==> src/rtl/uart_tx_fifo.sv <==
// UART TX FIFO: circular byte buffer feeding a one-shot launch FSM; define UART_TX_FIFO_OVF_FLAG_EN for the sticky overflow flag.
// Write-to-launch is 2 cycles; writes while full are dropped, launches wait on the transmitter busy/done handshake.
module uart_tx_fifo #(
  parameter int DEPTH  = 16,
  parameter int ADDR_W = 4
) (
  input  logic              i_Clock,
  input  logic              i_Reset,
  input  logic              i_Wr_DV,
  input  logic [7:0]        i_Wr_Byte,
  output logic              o_Full,
  output logic              o_Empty,
  output logic [ADDR_W:0]   o_Count,
  output logic              o_TX_DV,
  output logic [7:0]        o_TX_Byte,
  input  logic              i_TX_Active,
  input  logic              i_TX_Done,
  input  logic              i_Ovf_Clear,
  output logic              o_Overflow
);

  localparam logic [2:0] IDLE      = 3'd0;
  localparam logic [2:0] SEND      = 3'd1;
  localparam logic [2:0] WAIT_BUSY = 3'd2;
  localparam logic [2:0] WAIT_DONE = 3'd3;
  localparam logic [2:0] GAP       = 3'd4;

  localparam logic [ADDR_W:0] FULL_CNT = (ADDR_W+1)'(DEPTH);

  logic [7:0]        mem_q [DEPTH];
  logic [ADDR_W-1:0] wr_ptr_q, wr_ptr_d;
  logic [ADDR_W-1:0] rd_ptr_q, rd_ptr_d;
  logic [ADDR_W:0]   count_q, count_d;
  logic [2:0]        state_q, state_d;
  logic              tx_dv_q, tx_dv_d;
  logic [7:0]        tx_byte_q, tx_byte_d;
  logic [7:0]        rd_dat_q, rd_dat_d;
  logic              head_vld_q, head_vld_d;
  logic              full, empty, wr_acc, pop;

  assign full    = (count_q == FULL_CNT);
  assign empty   = (count_q == '0);
  assign wr_acc  = i_Wr_DV & ~full;

  assign o_Full    = full;
  assign o_Empty   = empty;
  assign o_Count   = count_q;
  assign o_TX_DV   = tx_dv_q;
  assign o_TX_Byte = tx_byte_q;

  always_comb begin
    state_d   = state_q;
    tx_dv_d   = 1'b0;
    tx_byte_d = tx_byte_q;
    rd_ptr_d  = rd_ptr_q;
    pop       = 1'b0;
    case (state_q)
      SEND:      state_d = WAIT_BUSY;
      WAIT_BUSY: if (i_TX_Active) state_d = WAIT_DONE;
      WAIT_DONE: if (i_TX_Done) state_d = GAP;
      // Holding here until done drops keeps a 2-cycle done pulse from launching twice.
      GAP:       if (!i_TX_Done) state_d = IDLE;
      default: begin
        // IDLE, and any unreachable encoding behaves as IDLE.
        state_d = IDLE;
        if (!empty && head_vld_q) begin
          state_d   = SEND;
          pop       = 1'b1;
          tx_dv_d   = 1'b1;
          tx_byte_d = rd_dat_q;
          rd_ptr_d  = rd_ptr_q + ADDR_W'(1);
        end
      end
    endcase
  end

  always_comb begin
    wr_ptr_d = wr_acc ? wr_ptr_q + ADDR_W'(1) : wr_ptr_q;
    count_d  = count_q;
    if (wr_acc && !pop)
      count_d = count_q + (ADDR_W+1)'(1);
    else if (!wr_acc && pop)
      count_d = count_q - (ADDR_W+1)'(1);
    // Head byte is read through a register, so the launch sees it one cycle after the count.
    head_vld_d = ~empty;
    rd_dat_d   = mem_q[rd_ptr_q];
  end

  always_ff @(posedge i_Clock or posedge i_Reset) begin
    if (i_Reset) begin
      state_q    <= IDLE;
      wr_ptr_q   <= '0;
      rd_ptr_q   <= '0;
      count_q    <= '0;
      tx_dv_q    <= 1'b0;
      tx_byte_q  <= 8'h00;
      rd_dat_q   <= 8'h00;
      head_vld_q <= 1'b0;
    end else begin
      state_q    <= state_d;
      wr_ptr_q   <= wr_ptr_d;
      rd_ptr_q   <= rd_ptr_d;
      count_q    <= count_d;
      tx_dv_q    <= tx_dv_d;
      tx_byte_q  <= tx_byte_d;
      rd_dat_q   <= rd_dat_d;
      head_vld_q <= head_vld_d;
    end
  end

  always_ff @(posedge i_Clock) begin
    if (wr_acc) mem_q[wr_ptr_q] <= i_Wr_Byte;
  end

`ifdef UART_TX_FIFO_OVF_FLAG_EN
  logic ovf_q, ovf_d;

  always_comb begin
    ovf_d = ovf_q;
    if (i_Wr_DV && full)
      ovf_d = 1'b1;
    else if (i_Ovf_Clear)
      ovf_d = 1'b0;
  end

  always_ff @(posedge i_Clock or posedge i_Reset) begin
    if (i_Reset) ovf_q <= 1'b0;
    else         ovf_q <= ovf_d;
  end

  assign o_Overflow = ovf_q;
`else
  logic unused_ovf_clear;
  assign unused_ovf_clear = i_Ovf_Clear;
  assign o_Overflow       = 1'b0;
`endif

endmodule

==> config.mk <==
export PLATFORM = sky130hd
export DESIGN_NAME = uart_tx_fifo
export DESIGN_NICKNAME = d
export VERILOG_FILES = /design/src/rtl/uart_tx_fifo.sv
export SDC_FILE = /design/constraint.sdc
export NUM_CORES = 1
export LEC_CHECK = 0
export CORE_MARGIN = 2
export CORE_UTILIZATION = 50
export DETAILED_ROUTE_END_ITERATION = 16
export HOLD_SLACK_MARGIN = 0.06
export PLACE_DENSITY = 0.67
export SYNTH_ARGS = -nofsm -noshare
export SYNTH_HDL_FRONTEND = slang
export SYNTH_SLANG_ARGS = --single-unit
==> constraint.sdc <==
create_clock -name i_Clock -period 3.6 [get_ports i_Clock]
set_input_delay 0.9 -clock i_Clock [delete_from_list [all_inputs] [get_ports i_Clock]]
set_output_delay 0.9 -clock i_Clock [all_outputs]
set_load 0.01 [all_outputs]
==> run metrics <==
antenna-violating nets left 0; Slew Viols, Final 0; DRC 0; GR Overflow Total 0; Clk pin slew, worst setup/hold paths 60 ps; Async S/R FF share, synth 21.0%; total CTS buffers 17; PwrDens 838 nW/um^2; H-tree depth 4; CTS root buf clkbuf_16; Layout Skew 10.6 ps; initial antenna violation count 0; post-synth top area share roughly three fifths; GP Congestion 0.725; leakage power 2.70 nW; total core area roughly 13,000 um^2; critical path class flop to output pin; placed insts 570; largest net degree at the start of global routing 35; I/O pin count 31; number of synthesized flops with an enable pin 128; commonest cells in the netlist 128 x edfxtp_1, 34 x dfrtp_1, 21 x mux2_2, 16 x mux2i_1, 16 x mux4_2; fin worst setup slack around 680 ps; WL/cell 19.9 um; R2R setup slack 790 ps; syn nets around 400; cts repair resizes 0; highest clock rate 342 MHz; crit share post-route 81.2%; max_cap viols 0; post-synthesis sequential area ratio 71.5%; Slew @ Worst Pin 733 ps; Pre-antenna DRT Iters 4; Hold-fix buffers, CTS 0; violation count after the first detailed-route iteration 308; dpl hpwl about 7600 um; Overall Power 0.00639 W; via count 3,263; CP peak stage delay between 500 and 600 ps; Routed Wire Length 11,900 um; CP endpoint kind output pin; Hold WC Path Type flop to flop; Cell Count, Final, Fillers Out 600; Final #Nets 441; FF-to-FF End o_Count[4]; crit path cell chain nor4_2 > nand2_1 > inv_1 > clkdlybuf4s50_1; Slew Limit Headroom 51.0%; Hold Path Cell Cnt 1; Core Util, Final 60.0%; post-CTS setup buffer count 0; R2R cell count 9; synthesized area 6570 um^2; Synth cell types 51; # setup viols final 0; maximum VDD drop 391 uV; RSZ-0062 raised after global routing no; Inserted Diodes 0; Die Height 119 um; number of synthesized register bits 162; Hold Violations, Final 0; first-pass GRT wire length 18,900 um; clock tree from TritonCTS done; largest cells by area after synthesis edfxtp_1 59%, dfrtp_1 13%, mux4_2 5.5%, mux2_2 3.6%, mux2i_1 2.4%; Clock Latency Late Sink 420 ps; Layout area overhead 16.2%; post-place setup slack between 400 and 500 ps; crit path to o_Empty; Max Root-Sink Buffers 2; crit path max fanout 5; Worst setup startpoint o_Count[0]; Post-Synthesis Cells 371; vias in the first global route 3,301; row count slightly above 40; Tot GR Track Use 18.4%; # port buffers 28; most common cell in the netlist edfxtp_1; Required @ worst endpoint 2700 ps; Yosys warnings 0; Crit-path slowest cell clkdlybuf4s50_1; share of cells above drive strength 1 21.5%; Die W 119 um; crit path time final 2920 ps; critical path launch point type flop; Post-synth top flop edfxtp_1; CP arrival approximately 2000 ps; area leader, netlist edfxtp_1; start of the worst register-to-register path state_q[1]; Die ar. around 14,000 um^2; status completed; via/cell ratio 5.44; syn avg cell area 17.7 um^2; Initial Util 51.6%; final setup TNS 0 ps; Clock Sinks 162
[placed cells by master, fill, tap and decap left out, drive strengths merged, types with 4 or more instances in the layout]
cell type        n
clkinv           7
nand2           12
nor3            13
inv             10
dfrtp           34
edfxtp         128
and2             4
buf             19
o22ai            9
a22o             8
nand2b           5
mux2i           16
o21ai            4
mux4            16
ha               9
mux2            25
clkbuf          20
clkdlybuf4s50   28
a221o            8
nor2            14
xnor2            6
[flip-flops by register name, indices dropped and copies added, names as in the netlist]
| name | cells |
|---|---|
| mem_q | 128 |
| o_TX_Byte | 8 |
| rd_dat_q | 8 |
| o_Count | 5 |
| rd_ptr_q | 4 |
| wr_ptr_q | 4 |
| state_q | 3 |
| head_vld_q | 1 |
| o_TX_DV | 1 |
[stage by stage]
step / hold slack (ps) / cell area (um^2)
after global routing: 488 / 7630
after detailed placement: 463 / 7100
after CTS: 479 / 7630
final: 474 / 7630
after global placement: 460 / 7100
after floorplan: 454 / 6570
[worst min-delay path by stage]
stage	startpoint	to	slack (ps)
2_1_floorplan	rd_dat_q[3]	o_TX_Byte[3]	450
3_3_place_gp	rd_dat_q[3]	o_TX_Byte[3]	460
3_5_place_dp	rd_dat_q[1]	o_TX_Byte[1]	460
4_1_cts	rd_dat_q[4]	o_TX_Byte[4]	480
5_1_grt	rd_dat_q[3]	o_TX_Byte[3]	490
6_report	rd_dat_q[2]	o_TX_Byte[2]	470
[worst max-delay path: cells and delay by family, from the launching register on]
family	cells	cell delay (ps)
buffers and inverters	2	630
DFF	1	450
and+or+nand+nor	2	530
[power breakdown]
group	switching [W]	total, W	internal (W)
logic	0.00104	0.00209	0.00106
registers	0.000278	0.00265	0.00238
clock network	0.000648	0.00164	0.000994
total	0.00196	0.00639	0.00443
[per-layer routing]
layer  vias up  GRT usage [%]  share of wire (%)
li1       1531              -                  -
met1      1645           25.7                 44
met2        85           27.6                 49
met3         2           5.31                6.3
met4         0           6.70               0.40
met5         -              0                  0
[area by class of cell]
type / instances / area [um^2]
fillers: 995 / 5090
flip-flops and latches: 162 / 4700
multi-input cells: 179 / 1710
clock buffers: 20 / 437
repair buffers: 47 / 435
well taps: 172 / 215
clock inverters: 10 / 93.8
inverters: 10 / 42.5
[cell families after synthesis]
group	count (synthesis)	share of synthesized area (%)
flip-flops	162	71.5
AND/OR/NAND/NOR	59	4.94
multiplexers	57	12.4
AO/OA/AOI/OAI	43	5.17
buffers and inverters	30	2.44
adder cells (fa/ha/maj)	10	2.02
XOR/XNOR	9	1.43
other	1	0.0571
Note: power is estimated with default switching activity, not from simulation.
